<file path="config.mk">
export PLATFORM = sky130hd
export DESIGN_NAME = spi_tx_sequencer
export DESIGN_NICKNAME = d
export VERILOG_FILES = /design/src/rtl/spi_pkg.sv /design/src/rtl/spi_tx_fifo.sv /design/src/rtl/spi_tx_sequencer.sv
export SDC_FILE = /design/constraint.sdc
export NUM_CORES = 1
export LEC_CHECK = 0
export BUFFER_PORTS_ARGS = -buffer_cell sky130_fd_sc_hd__buf_2
export CAP_MARGIN = 0
export CORE_UTILIZATION = 25
export DETAILED_ROUTE_END_ITERATION = 10
export GPL_TIMING_DRIVEN = 0
export REMOVE_ABC_BUFFERS = 1
export SLEW_MARGIN = 20
export SYNTH_ARGS = -nofsm -noshare
export SYNTH_HDL_FRONTEND = slang
export SYNTH_SLANG_ARGS = --single-unit
</file>
<file path="constraint.sdc">
create_clock -name clk -period 3.3 [get_ports clk]
set_input_delay 0.165 -clock clk [delete_from_list [all_inputs] [get_ports clk]]
set_output_delay 0.165 -clock clk [all_outputs]
set_load 0.02 [all_outputs]
</file>
<file path="src/rtl/spi_pkg.sv">
// Shared types and constants for the SPI transmit sequencer.
// Holds the frame width, frame counter width and sequencer state encoding.
package spi_pkg;

    localparam int SPI_WORD_W  = 11;
    localparam int FRAME_CNT_W = 16;

    typedef enum logic [2:0] {
        IDLE      = 3'd0,
        LOAD      = 3'd1,
        ISSUE     = 3'd2,
        WAIT_DONE = 3'd3,
        GAP       = 3'd4
    } spi_state_e;

endpackage

</file>
<file path="src/rtl/spi_tx_fifo.sv">
// Single-clock FIFO buffering producer words ahead of the SPI sequencer.
// Full/empty come from the registered occupancy count; pointers wrap naturally.
module spi_tx_fifo #(
    parameter int WORD_W = 11,
    parameter int DEPTH  = 8
) (
    input  logic                       clk,
    input  logic                       rst,
    input  logic                       i_push,
    input  logic [WORD_W-1:0]          i_data,
    input  logic                       i_pop,
    output logic [WORD_W-1:0]          o_head,
    output logic                       o_full,
    output logic                       o_empty,
    output logic [$clog2(DEPTH+1)-1:0] o_count
);

    localparam int AW = $clog2(DEPTH);
    localparam int CW = $clog2(DEPTH+1);

    if ((DEPTH < 2) || ((DEPTH & (DEPTH - 1)) != 0)) begin : g_bad_depth
        $error("spi_tx_fifo: DEPTH must be a power of two and at least 2");
    end

    logic [WORD_W-1:0] r_mem [DEPTH];
    logic [AW-1:0]     r_wr_ptr;
    logic [AW-1:0]     r_rd_ptr;
    logic [CW-1:0]     r_count;
    logic              w_push;
    logic              w_pop;

    // Guards make the FIFO safe even if a caller ignores full/empty.
    assign o_full  = (r_count == CW'(DEPTH));
    assign o_empty = (r_count == '0);
    assign w_push  = i_push && !o_full;
    assign w_pop   = i_pop && !o_empty;
    assign o_head  = r_mem[r_rd_ptr];
    assign o_count = r_count;

    always_ff @(posedge clk) begin
        if (rst) begin
            r_wr_ptr <= '0;
            r_rd_ptr <= '0;
            r_count  <= '0;
        end else begin
            if (w_push) begin
                r_wr_ptr <= r_wr_ptr + 1'b1;
            end
            if (w_pop) begin
                r_rd_ptr <= r_rd_ptr + 1'b1;
            end
            case ({w_push, w_pop})
                2'b10:   r_count <= r_count + 1'b1;
                2'b01:   r_count <= r_count - 1'b1;
                default: r_count <= r_count;
            endcase
        end
    end

    always_ff @(posedge clk) begin
        if (w_push) begin
            r_mem[r_wr_ptr] <= i_data;
        end
    end

endmodule

</file>
<file path="src/rtl/spi_tx_sequencer.sv">
// Feeds buffered words to the SPI top one frame at a time with an inter-frame gap.
// Optional WAIT_DONE watchdog enabled by defining SPI_TX_TIMEOUT_EN.
module spi_tx_sequencer
    import spi_pkg::*;
#(
    parameter int WORD_W         = SPI_WORD_W,
    parameter int DEPTH          = 8,
    parameter int GAP_CYCLES     = 4,
    parameter int TIMEOUT_CYCLES = 1024
) (
    input  logic                       clk,
    input  logic                       rst,
    input  logic                       in_valid,
    input  logic [WORD_W-1:0]          in_data,
    output logic                       in_ready,
    output logic                       new_d,
    output logic [WORD_W-1:0]          d_out,
    input  logic                       done_in,
    output logic                       busy,
    output logic [$clog2(DEPTH+1)-1:0] fifo_count,
    output logic [FRAME_CNT_W-1:0]     frames_sent,
    output logic                       err_timeout,
    output spi_state_e                 o_dbg_state
);

    localparam int GW = (GAP_CYCLES < 1) ? 1 : $clog2(GAP_CYCLES + 1);

    if (GAP_CYCLES < 0) begin : g_bad_gap
        $error("spi_tx_sequencer: GAP_CYCLES must be non-negative");
    end
    if (TIMEOUT_CYCLES < 1) begin : g_bad_timeout
        $error("spi_tx_sequencer: TIMEOUT_CYCLES must be at least 1");
    end

    spi_state_e           r_state;
    spi_state_e           w_next;
    logic [WORD_W-1:0]    r_d_out;
    logic [FRAME_CNT_W-1:0] r_frames_sent;
    logic [GW-1:0]        r_gap_cnt;
    logic                 w_pop;
    logic                 w_frame_done;
    logic                 w_timeout;
    logic                 w_full;
    logic                 w_empty;
    logic [WORD_W-1:0]    w_head;

    // Producer handshake: a word transfers on a clock edge where in_valid && in_ready;
    // in_ready depends only on registered occupancy, never on a same-cycle pop.
    spi_tx_fifo #(
        .WORD_W (WORD_W),
        .DEPTH  (DEPTH)
    ) u_fifo (
        .clk     (clk),
        .rst     (rst),
        .i_push  (in_valid),
        .i_data  (in_data),
        .i_pop   (w_pop),
        .o_head  (w_head),
        .o_full  (w_full),
        .o_empty (w_empty),
        .o_count (fifo_count)
    );

`ifdef SPI_TX_TIMEOUT_EN
    localparam int TW = $clog2(TIMEOUT_CYCLES + 1);
    logic [TW-1:0] r_to_cnt;

    always_ff @(posedge clk) begin
        if (rst || (r_state != WAIT_DONE)) begin
            r_to_cnt <= '0;
        end else begin
            r_to_cnt <= r_to_cnt + 1'b1;
        end
    end

    // done_in has priority over an expiring watchdog in the same cycle.
    assign w_timeout = (r_state == WAIT_DONE) && !done_in
                       && (r_to_cnt == TW'(TIMEOUT_CYCLES - 1));
`else
    assign w_timeout = 1'b0;
`endif

    always_comb begin
        w_next       = r_state;
        w_pop        = 1'b0;
        w_frame_done = 1'b0;
        case (r_state)
            IDLE: begin
                if (!w_empty) begin
                    w_next = LOAD;
                end
            end
            LOAD: begin
                w_pop  = 1'b1;
                w_next = ISSUE;
            end
            ISSUE: begin
                w_next = WAIT_DONE;
            end
            WAIT_DONE: begin
                if (done_in) begin
                    w_frame_done = 1'b1;
                    w_next       = (GAP_CYCLES == 0) ? IDLE : GAP;
                end else if (w_timeout) begin
                    w_next = (GAP_CYCLES == 0) ? IDLE : GAP;
                end
            end
            GAP: begin
                if (r_gap_cnt == GW'(GAP_CYCLES - 1)) begin
                    w_next = IDLE;
                end
            end
            default: begin
                w_next = IDLE;
            end
        endcase
    end

    always_ff @(posedge clk) begin
        if (rst) begin
            r_state <= IDLE;
        end else begin
            r_state <= w_next;
        end
    end

    always_ff @(posedge clk) begin
        if (rst || (r_state != GAP)) begin
            r_gap_cnt <= '0;
        end else begin
            r_gap_cnt <= r_gap_cnt + 1'b1;
        end
    end

    always_ff @(posedge clk) begin
        if (rst) begin
            r_d_out <= '0;
        end else if (w_pop) begin
            r_d_out <= w_head;
        end
    end

    always_ff @(posedge clk) begin
        if (rst) begin
            r_frames_sent <= '0;
        end else if (w_frame_done) begin
            r_frames_sent <= r_frames_sent + 1'b1;
        end
    end

    assign in_ready    = !w_full;
    assign new_d       = (r_state == ISSUE);
    assign d_out       = r_d_out;
    assign busy        = (r_state != IDLE);
    assign frames_sent = r_frames_sent;
    assign err_timeout = w_timeout;
    assign o_dbg_state = r_state;

endmodule

</file>
==> key figures <==
Synth
  – Largest area contributor in the netlist: edfxtp_1
  – Asr flop ratio synth: 0%
  – Register area share after synthesis: 67.11%
  – Mapped Cells: 350
  – Syn Std Cell Area: 5220 µm²
  – Flops & latches, synth: 131
  – Main synth FF type: edfxtp_1
  – Mean area per synthesized cell: 14.91 µm²
  – Share of Yosys cell area claimed by the top area cell type: 50.62%
  – Library cells used by synthesis: 47
  – Synth area leaders: edfxtp_1 (51%), dfxtp_1 (16%), mux4_2 (9.5%)
  – Post-synth EDFFs: 88
  – Yosys warns: 0

STA
  – Clk_skew: 9.844 ps
  – Ratio of final minimum period to clock period: 80.56%
  – FMAX: 376.1 MHz
  – Setup violators final: 0
  – RSZ-0062 raised after global routing: false
  – Final min period: 2659 ps
  – Slew at the pin with the worst max-slew slack: 912.5 ps
  – Max_slew headroom: 39.17%
  – Setup TNS: 0 ps
  – Fin. max-slew vios: 0
  – Final hold vios: 0

Cells and area
  – Nets: 434
  – Most frequent cells in the layout: edfxtp_1 (88), buf_2 (53), dfxtp_1 (41), nor2_1 (38), mux4_2 (22)
  – FILL cells: 1960
  – Post-route insts no fill: 693
  – Layout area overhead: 23.56%
  – Layout cells sized above 1: 30.73%
  – Commonest non-fill, non-tap cell in the layout: edfxtp_1
  – Antenna fix cells: 0
  – Final instance area: 6450 µm²

Critical path
  – Critical Path RT: 3590 ps
  – Cell Chain, Critical Path: or4_1 -> and2_0 -> ha_1 -> or3_1 -> o32ai_1 -> mux2_2
  – CP Data Arrival Time: 2950 ps
  – CP max-delay cell: or4_1
  – Crit path depth: 6
  – CP Max Fanout: 8
  – Critical Path End Type: flip-flop
  – Setup crit start kind: flip-flop
  – Critical Path Max Stage Delay: 630 ps
  – Crit path max-delay family: simple AND/OR/NAND/NOR gates
  – Worst Path Buf+Inv: 0
  – Crit path kind: flip-flop to flip-flop
  – Worst r2r path cells: 6

Place
  – Placement Cell Area: 5838 µm²
  – IO Port Bufs: 51
  – Detailed Place HPWL: 6764 µm
  – Placed Cells: 659
  – Routability cong.: 0.6984

Power
  – Clock Power Share: 40.3%
  – Power after layout: 4.649 mW
  – Pwr per Cell Area: 720.9 nW/µm²
  – Sequential share of power: 43.0%
  – LEAKAGE: 2.292 nW
  – Sw Pwr: 1.240 mW
  – Int Pwr: 3.409 mW
  – Comb power frac: 16.7%
  – Sw frac: 26.67%
  – Peak VDD IR: 331.1 µV

Status
  – Outcome: complete, no violations

Clock network
  – CTS tree: yes
  – CTS H-Tree Depth: 4
  – # clock sinks: 131
  – Clock Path Buffers: 2
  – Clock Latency Late Sink: 410 ps
  – Clk pin slew, worst setup/hold paths: 60 ps
  – TritonCTS Buffers: 17
  – Clk Tree Root Cell: clkbuf_16

Drt
  – Drt drc: 0
  – DR vias/cell: 4.397
  – Final ANT Viol Nets: 0
  – Via count: 3047
  – Iteration-0 DRC Markers: 130
  – DR WL/cell: 15.10 µm
  – TritonRoute pass-1 iters: 4
  – DRT Wirelength: 10460 µm

Hold path
  – Worst hold stages: 1
  – Worst hold path class: input pin to flip-flop

Floorplanning
  – I/O pin total: 53
  – Die Area: 21460 µm²
  – Die X: 146.5 µm
  – Initial Util: 25.63%
  – Core Box Area: 20360 µm²
  – Die height: 146.5 µm
  – Num rows: 52

Global routing
  – Largest net degree at the start of global routing: 47
  – GRT overflow: 0
  – Initial antenna violation count: 1
  – Vias in the first global route: 3157
  – First-pass GRT wire length: 16770 µm
  – GRT Overall Usage: 10.39%

Job
  – Max-cap violations: 0
## power by group through the flow
stage / clock network, mW / registers [mW] / logic (mW)
after floorplan: 0 / 2.11 / 0.407
after detailed placement: 0 / 2.03 / 0.770
after global placement: 0 / 2.05 / 0.693
after global routing: 1.98 / 2.02 / 0.854
final: 1.87 / 2.00 / 0.778
after CTS: 1.91 / 2.00 / 0.773
## through the flow
stage	hold slack, ps	setup WS, ps	util (%)
floorplan	234.1	542.7	-
global placement	410.3	-160.2	28.09
detailed placement	414.4	261.1	28.67
CTS	4.595	230.4	31.56
global route	26.09	439.5	31.67
finish	17.29	641.4	31.67
## path summary, 6_finish.rpt
| check | to | slack (ps) | startpoint |
|---|---|---|---|
| setup reg to reg | u_fifo.o_count[3] | 640 | u_fifo.o_count[2] |
| hold / removal | u_fifo.r_mem[0][2] | 20 | in_data[2] |
| hold reg to reg | r_gap_cnt[0] | 420 | r_gap_cnt[0] |
| setup / recovery | u_fifo.o_count[3] | 640 | u_fifo.o_count[2] |
## sequential cells by signal, indices dropped and copies added (netlist names)
register / count
o_dbg_state: 3
u_fifo.r_wr_ptr: 3
r_gap_cnt: 3
u_fifo.o_count: 4
frames_sent: 16
u_fifo.r_rd_ptr: 3
u_fifo.r_mem: 88
d_out: 11
## cells by family after synthesis
logic type | count (synthesis) | share of synthesized area (%)
compound gates | 27 | 3.140
xor+xnor | 16 | 2.684
fa+ha+maj | 8 | 1.918
buf+inv | 23 | 2.061
flops | 131 | 67.11
mux | 28 | 10.74
other cells | 1 | 0.07184
simple gates | 116 | 12.27
## cell usage after synthesis, types with 3 or more instances
cell type / number
edfxtp_1: 88
xnor2_1: 5
inv_1: 4
or3_1: 5
nand2_1: 9
mux4_2: 22
buf_1: 4
nor2_1: 41
o22ai_1: 11
nand3_1: 5
nand2b_1: 3
a21oi_1: 8
nor3_1: 16
clkbuf_1: 7
xor2_1: 11
and3_1: 3
buf_2: 5
nand4_1: 9
ha_1: 8
nor2b_1: 7
nor4_1: 4
dfxtp_1: 43
o21ai_0: 3
## metal layers
layer	vias up	global-route usage (%)	wire, µm
met5	-	0	13
met4	2	3.281	77
met3	9	3.094	422
met1	1519	12.13	4526
met2	62	18.21	5423
li1	1455	-	-
## repair_timing
item | 4_1_cts | 5_1_grt
setup endpoints to repair | 0 | 1
buffers inserted | 0 | 3
hold buffers | 0 | 0
gates resized for setup | 0 | 0
## area by class of cell
| type | instances | area, µm² | share of cell area [%] |
|---|---|---|---|
| clock buffer | 18 | 429.2 | 6.654 |
| clock inverter | 13 | 160.2 | 2.483 |
| inverter | 4 | 15.01 | 0.2328 |
| multi-input combinational | 196 | 1649 | 25.57 |
| sequential | 131 | 3506 | 54.35 |
| tap | 270 | 337.8 | 5.238 |
| timing repair buffer | 61 | 352.8 | 5.470 |
No activity file was read; power rests on OpenSTA's default activity.
